===== src/rtl/mc_control_unit.sv =====
// Unified control sequencer for the shared 16-bit bus datapath: fetch, decode and
// execute of ALU/ALUi/LOAD/STORE/MOV/MOVi/JMP/BZ, with memory-wait timeout fault.
module mc_control_unit #(
    parameter int DATA_W      = 16,
    parameter int NREG        = 4,
    parameter int NPORT       = 2,
    parameter int MEM_TIMEOUT = 15
) (
    input  logic                   clk,
    input  logic                   rst,
    input  logic [15:0]            ir,
    input  logic                   mfc,
    input  logic                   z_flag,
    output logic                   pc_out_en,
    output logic                   pc_inc,
    output logic                   pc_load,
    output logic                   mar_in,
    output logic                   mdr_write_en,
    output logic                   mdr_read_en,
    output logic                   mdr_out,
    output logic                   mem_en,
    output logic                   mem_rw,
    output logic                   ir_in,
    output logic                   alu_in0,
    output logic                   alu_in1,
    output logic                   alu_latch,
    output logic                   alu_out_en,
    output logic [2:0]             alu_op,
    output logic [NREG+NPORT-1:0]  reg_in,
    output logic [NREG+NPORT-1:0]  reg_out,
    output logic                   imm_out_en,
    output logic [DATA_W-1:0]      imm_data,
    output logic                   illegal,
    output logic                   timeout,
    output logic                   fetch_active
);
    localparam int NR = NREG + NPORT;
    localparam int CW = $clog2(MEM_TIMEOUT + 1);
    localparam logic [CW-1:0] CNT_LAST = CW'(MEM_TIMEOUT - 1);

    typedef enum logic [4:0] {
        RST_IDLE, FETCH0, FETCH1, FETCH2, DECODE,
        ALU_A, ALU_B, ALU_C, ALU_D,
        LD0, LD1, LD2, ST0, ST1, ST2,
        MOV0, MOVI0, JMP0, FAULT
    } state_t;

    state_t        state, state_nxt;
    logic [CW-1:0] cnt, cnt_nxt;
    logic [3:0]    cls;
    logic [2:0]    dst, src;
    logic [NR-1:0] dst_oh, src_oh;
    logic          dst_ok, src_ok, bad, waiting;

    assign cls      = ir[15:12];
    assign dst      = ir[8:6];
    assign src      = ir[5:3];
    assign alu_op   = ir[11:9];
    assign imm_data = {{(DATA_W-6){ir[5]}}, ir[5:0]};
    assign dst_ok   = int'(dst) < NR;
    assign src_ok   = int'(src) < NR;

    always_comb begin
        dst_oh = '0;
        src_oh = '0;
        for (int i = 0; i < NR; i++) begin
            dst_oh[i] = (int'(dst) == i);
            src_oh[i] = (int'(src) == i);
        end
    end

    // Only the indices an instruction class actually uses are range-checked.
    always_comb begin
        case (cls)
            4'd0:                   bad = 1'b0;
            4'd1, 4'd3, 4'd4, 4'd5: bad = !dst_ok || !src_ok;
            4'd2, 4'd6:             bad = !dst_ok;
            4'd7, 4'd8:             bad = !src_ok;
            default:                bad = 1'b1;
        endcase
    end

    always_ff @(posedge clk or negedge rst) begin
        if (!rst) begin
            state <= RST_IDLE;
            cnt   <= '0;
        end else begin
            state <= state_nxt;
            cnt   <= cnt_nxt;
        end
    end

    always_comb begin
        state_nxt    = state;
        cnt_nxt      = '0;
        waiting      = 1'b0;
        pc_out_en    = 1'b0;
        pc_inc       = 1'b0;
        pc_load      = 1'b0;
        mar_in       = 1'b0;
        mdr_write_en = 1'b0;
        mdr_read_en  = 1'b0;
        mdr_out      = 1'b0;
        mem_en       = 1'b0;
        mem_rw       = 1'b0;
        ir_in        = 1'b0;
        alu_in0      = 1'b0;
        alu_in1      = 1'b0;
        alu_latch    = 1'b0;
        alu_out_en   = 1'b0;
        reg_in       = '0;
        reg_out      = '0;
        imm_out_en   = 1'b0;
        illegal      = 1'b0;
        timeout      = 1'b0;
        fetch_active = 1'b0;
        case (state)
            RST_IDLE: state_nxt = FETCH0;
            FETCH0: begin
                fetch_active = 1'b1;
                pc_out_en    = 1'b1;
                mar_in       = 1'b1;
                state_nxt    = FETCH1;
            end
            FETCH1: begin
                fetch_active = 1'b1;
                waiting      = 1'b1;
                mem_en       = 1'b1;
                mem_rw       = 1'b1;
                mdr_read_en  = mfc;
                if (mfc) state_nxt = FETCH2;
            end
            FETCH2: begin
                fetch_active = 1'b1;
                mdr_out      = 1'b1;
                ir_in        = 1'b1;
                pc_inc       = 1'b1;
                state_nxt    = DECODE;
            end
            DECODE: begin
                state_nxt = FETCH0;
                if (bad) illegal = 1'b1;
                else begin
                    case (cls)
                        4'd1, 4'd2: state_nxt = ALU_A;
                        4'd3:       state_nxt = LD0;
                        4'd4:       state_nxt = ST0;
                        4'd5:       state_nxt = MOV0;
                        4'd6:       state_nxt = MOVI0;
                        4'd7:       state_nxt = JMP0;
                        4'd8:       state_nxt = z_flag ? JMP0 : FETCH0;
                        default:    state_nxt = FETCH0;
                    endcase
                end
            end
            ALU_A: begin
                reg_out   = dst_oh;
                alu_in0   = 1'b1;
                state_nxt = ALU_B;
            end
            ALU_B: begin
                if (cls == 4'd2) imm_out_en = 1'b1;
                else             reg_out    = src_oh;
                alu_in1   = 1'b1;
                state_nxt = ALU_C;
            end
            ALU_C: begin
                alu_latch = 1'b1;
                state_nxt = ALU_D;
            end
            ALU_D: begin
                alu_out_en = 1'b1;
                reg_in     = dst_oh;
                state_nxt  = FETCH0;
            end
            LD0: begin
                reg_out   = src_oh;
                mar_in    = 1'b1;
                state_nxt = LD1;
            end
            LD1: begin
                waiting     = 1'b1;
                mem_en      = 1'b1;
                mem_rw      = 1'b1;
                mdr_read_en = mfc;
                if (mfc) state_nxt = LD2;
            end
            LD2: begin
                mdr_out   = 1'b1;
                reg_in    = dst_oh;
                state_nxt = FETCH0;
            end
            ST0: begin
                reg_out   = src_oh;
                mar_in    = 1'b1;
                state_nxt = ST1;
            end
            ST1: begin
                reg_out      = dst_oh;
                mdr_write_en = 1'b1;
                state_nxt    = ST2;
            end
            ST2: begin
                waiting = 1'b1;
                mem_en  = 1'b1;
                if (mfc) state_nxt = FETCH0;
            end
            MOV0: begin
                reg_out   = src_oh;
                reg_in    = dst_oh;
                state_nxt = FETCH0;
            end
            MOVI0: begin
                imm_out_en = 1'b1;
                reg_in     = dst_oh;
                state_nxt  = FETCH0;
            end
            JMP0: begin
                reg_out   = src_oh;
                pc_load   = 1'b1;
                state_nxt = FETCH0;
            end
            FAULT:   timeout = 1'b1;
            default: state_nxt = RST_IDLE;
        endcase
        // Shared wait-state timer: counts mfc-low cycles, trips into the sticky fault.
        if (waiting && !mfc) begin
            if (cnt == CNT_LAST) state_nxt = FAULT;
            else                 cnt_nxt   = cnt + CW'(1);
        end
    end
endmodule

===== config.mk =====
export PLATFORM = sky130hd
export DESIGN_NAME = mc_control_unit
export DESIGN_NICKNAME = d
export VERILOG_FILES = /design/src/rtl/mc_control_unit.sv
export SDC_FILE = /design/constraint.sdc
export NUM_CORES = 1
export LEC_CHECK = 0
export BUFFER_PORTS_ARGS = -buffer_cell sky130_fd_sc_hd__buf_2
export CORE_UTILIZATION = 45
export DETAILED_ROUTE_END_ITERATION = 6
export PLACE_DENSITY = 0.89
export REMOVE_ABC_BUFFERS = 1
export SLEW_MARGIN = 20
export SYNTH_ARGS = -nofsm -noshare
export SYNTH_HDL_FRONTEND = slang
export SYNTH_SLANG_ARGS = --single-unit

===== constraint.sdc =====
create_clock -name clk -period 2.4 [get_ports clk]
set_input_delay 0.48 -clock clk [delete_from_list [all_inputs] [get_ports clk]]
set_output_delay 0.48 -clock clk [all_outputs]
set_load 0.02 [all_outputs]

### Word level (Yosys, flattened, before mapping)

Index checks and enable logic that the tools add are counted.

* register bits: 9
* latch bits: 0
* memory bits (writable): 0
* bits in read-only memories: 0
* input bits: 20
* output and inout port bits: 49
* logic and storage cells: 98
* memories kept: 0

* add/subtract/negate cells: 1
* multipliers: 0
* div/mod/pow operators: 0
* $lt $le $gt $ge: 2
* eq/ne operators: 37
* shifts and indexed selects: 0
* multiplexer cells: 34
* bitwise logic cells: 0
* reductions and logical operators: 22

Operators by type and width (count)
* $pmux 5 s14: 1
* $eq 5x4->1 const B: 8
* $mux 5: 7
* $pmux 5 s7: 1
* $eq 3x3->1 const B: 8
* $eq 5x3->1 const B: 4
* $mux 1: 18
* $pmux 6 s3: 1
* $eq 4x3->1 const B: 4
* $eq 5x5->1 const B: 3
* $mux 6: 2
* $reduce_or 2->1: 6
* $reduce_or 4->1: 3
* $eq 5x2->1 const B: 2
* $reduce_or 3->1: 3
* $eq 4x2->1 const B: 2
* $eq 4x4->1 const B: 2
* $mux 4: 2
* $eq 3x2->1 const B: 2
* $logic_not 3->1: 2
* $lt 3x3->1 const B: 2
* $reduce_or 6->1: 1
* $eq 5x1->1 const B: 1
* $logic_not 5->1: 1
* other kinds (8): 10

### Longest topological paths before layout

* depth in word-level cells: 8
* gate-level depth with buffers: 6

### Worst setup path before layout

No wires, ideal clock.

* path type: input -> output
* start point: input port ir[5]
* end point: output port illegal
* arrival: 2.170 ns
* data required time: 1.920 ns
* path slack: -0.250 ns
* stages on the path: 5
* path buffers: 1
* cell sequence: clkbuf_1 > nand2_1 > a31oi_1 > nor3b_1 > a2111oi_0

* longest elaborated chain between the ends: 6

Ends and longest elaborated chain
* start: declaration: line 11 `input logic [15:0] ir,`
* $lt 3x3->1 (*): line 61 `assign src_ok = int'(src) < NR;`
* $logic_not 1->1 (*): line 76, 78
* $logic_or 1x1->1: line 76 `4'd1, 4'd3, 4'd4, 4'd5: bad = !dst_ok || !src_ok;`
* $pmux 1 s4 (*): line 74 `case (cls)`
* $mux 1 (*): line 142 `if (bad) illegal = 1'b1;`
* $mux 1 (*): line 117 `case (state)`
* end: declaration: line 33 `output logic illegal,`

Every way passes the cells marked *; elsewhere a longest branch is shown, timed or not.

### Worst setup path in the final report

* start point: register state[3]
* end point: output port reg_out[1]

* longest elaborated chain between the ends: 3

Ends and longest elaborated chain
* start: declaration: line 48 `state_t state, state_nxt;`
* start signal: assignment: line 88 `state <= state_nxt;`
* $eq 5x5->1, or another cell as far along: line 117
* $reduce_or 4->1 (no line) / $reduce_or 2->1 (equally long branches)
* $pmux 6 s3 (*): line 117
* end: declaration: line 30 `output logic [NREG+NPORT-1:0] reg_out,`

Marked as above.

==> metrics.txt <==
largest area contributor in the netlist=dfrtp_1; root buffer cell=clkbuf_4; synthesized area per cell=6.88 um2; worst path required time=1.92 ns; crit start category=flop; CP arrival=1.97 ns; Slew HR=57.1%; First DRT Iteration DRCs=79; Post-DP HPWL=around 2600 um; routed len/inst=13.0 um; ys flop type=dfrtp_1; Die W=between 50 and 60 um; Final Setup Violations=2; Post-Syn Instances=approximately 190; Synth-to-Final Area Change=21.8%; Clock Path Buffers=2; Core ar.=2730 um2; failing checks=DRC, setup timing; Max stage delay on crit path=0.40 ns; clock skew=0.00313 ns; gr ovfl total=0; maxcap violations=0; most common cell in the synthesized netlist=nor2_1; critical path type=reg -> out; final instance area=1570 um2; crit-path max FO=6; actual slew at the worst max-slew pin=0.635 ns; status=finished, violations left; # nets final=between 200 and 300; worst hold margin=between 0.05 and 0.06 ns; PortBufs=56; Clock Latency Late Sink=approximately 0.27 ns; H-tree levels=1; Std-Cell Rows=19; pin count of the biggest net entering global routing=17; Hold Path Class=in -> async; Reg clk slew, reported paths=0.06 ns; Power Dens Cells=931 nW/um2; register area share after synthesis=between 10% and 20%; Post-synth EDFFs=0; Final Cycle Share=102%; Num CTS Buffers=3; count of cell types in the netlist=45; Initial Util=47.1%; #FFs+latches synth=9; Synth warnings=0; die area=3080 um2; maximum vdd drop=around 0.71 mV; via-per-instance ratio=approximately 5.6; Leak Pwr=0.764 nW; final worst slack=-0.0512 ns; DRC viols=2; first-pass iteration count of the detailed router=6; total wire length=roughly 3400 um; gpl congestion=0.888; Post-DP Area=1490 um2; Sink Count=9; CP max-delay cell=dfrtp_1; initial antenna violation count=0; worst path bufs/invs=1; top cells by count, synth=nor2_1 (29), buf_4 (21), nand2_1 (17); RSZ-0062 raised after global routing=true; vias=1458; # diodes=0; first-pass GRT wire length=about 5300 um; io pins=roughly 70; synthesized area=1290 um2; min Tclk post-route=2.45 ns; Final Max Tran Viols=0; Yosys top cell area share=17.5%; layout cells sized above 1=a little under two fifths; CP Capture Type=output port; worst path cell trace=or3b_4 > o32a_1 > o21a_4 > o41ai_2 > buf_2; ys async rst share=100%; final hold violation count=0; FMAX=408 MHz; overall die height=55.5 um; Routed Antenna Nets=0; filler instances=about 250; vias in the first global route=1122; ranking of synthesized cells by area=dfrtp_1 (17%), buf_4 (12%), nor2_1 (8.5%); Worst path top cell family by delay=compound AO/OA/AOI/OAI gates; CTS tree=built; gr usage total=21.5%
==> metal layers <==
layer / up-vias / routed length [um] / part of all wire, % / GRT usage [%]
met5: - / 0 / 0 / 0
met4: 0 / 16 / 0.48 / 6.07
met3: 3 / 368 / 11 / 7.96
met2: 62 / 1520 / 45 / 31.5
met1: 668 / 1460 / 43 / 29.5
li1: 725 / - / - / -
==> layout by cell type, fill, tap and decap left out, types with 2 or more instances in the layout <==
cell	synthesis	final
xnor2_1	3	3
nand2b_1	10	10
nand3_1	5	5
clkbuf_4	0	3
nand3b_1	2	2
o22a_1	3	3
buf_2	0	55
ha_1	2	2
nand2_1	17	17
nor4_1	2	2
inv_1	6	6
o21ai_0	5	5
o22ai_1	3	3
a221oi_1	3	3
nor2b_1	7	7
a21oi_1	10	10
or3_1	4	4
buf_4	21	16
a211o_1	2	2
nor3_1	9	9
dfrtp_1	9	8
nor2_1	29	29
o41ai_2	0	2
==> metrics by stage <==
stage / util [%] / instances / setup slack, ns / TNS [ns] / total power, W
after floorplan: - / 154 / -0.279 / -0.932 / 0.000908
after global placement: 54.4 / 253 / 0.0550 / 0 / 0.00125
after detailed placement: 54.4 / 253 / 0.0237 / 0 / 0.00127
after CTS: 56.5 / 259 / -0.0558 / -0.107 / 0.00142
after global routing: 57.3 / 260 / -0.126 / -0.340 / 0.00159
final: 57.3 / 260 / -0.0512 / -0.0856 / 0.00146
==> layout make-up <==
type | instances | area (um2) | share of cell area [%]
Clock buffer | 4 | 26.3 | 1.68
Timing Repair Buffer | 71 | 395 | 25.2
Tap cell | 31 | 38.8 | 2.47
Sequential cell | 9 | 226 | 14.4
Multi-Input combinational cell | 139 | 858 | 54.7
Inverter | 6 | 22.5 | 1.44
==> where the power goes <==
| group | switching [W] | total [W] | internal (W) |
|---|---|---|---|
| logic | 0.000661 | 0.00110 | 0.000436 |
| registers | 0.0000476 | 0.000241 | 0.000194 |
| clock network | 0.0000574 | 0.000122 | 0.0000643 |
| total | 0.000766 | 0.00146 | 0.000694 |
==> cells by family after synthesis <==
| logic type | share of synthesized area (%) |
|---|---|
| simple gates | 36.4 |
| compound gates | 22.5 |
| buf+inv | 18.1 |
| flops | 17.5 |
| xor+xnor | 2.72 |
| fa+ha+maj | 1.94 |
| mux | 0.777 |
==> repair_timing <==
item                                   in CTS  in global routing
gates resized for setup                     3                  5
endpoints found under the hold margin       0                  0
setup buffers                               2                  1
pin swaps                                   1                  0
setup endpoints to repair                   6                 11
hold buffers                                0                  0
==> registers in the layout, indices dropped and copies added, names as in the netlist <==
name   cells
state      5
cnt        4
==> worst paths after layout <==
check                         start          to  slack, ns  depth (start not counted)
hold reg to reg              cnt[0]      cnt[0]       0.50                          1
setup reg to reg           state[3]    state[3]       0.43                          5
max in group asynchronous       rst    state[1]       2.15                          1
setup / recovery           state[3]  reg_out[1]      -0.05                          5
min in group clk             cnt[0]      cnt[0]       0.50                          1
hold / removal                  rst      cnt[1]       0.05                          1
No activity file was read; power rests on OpenSTA's default activity.
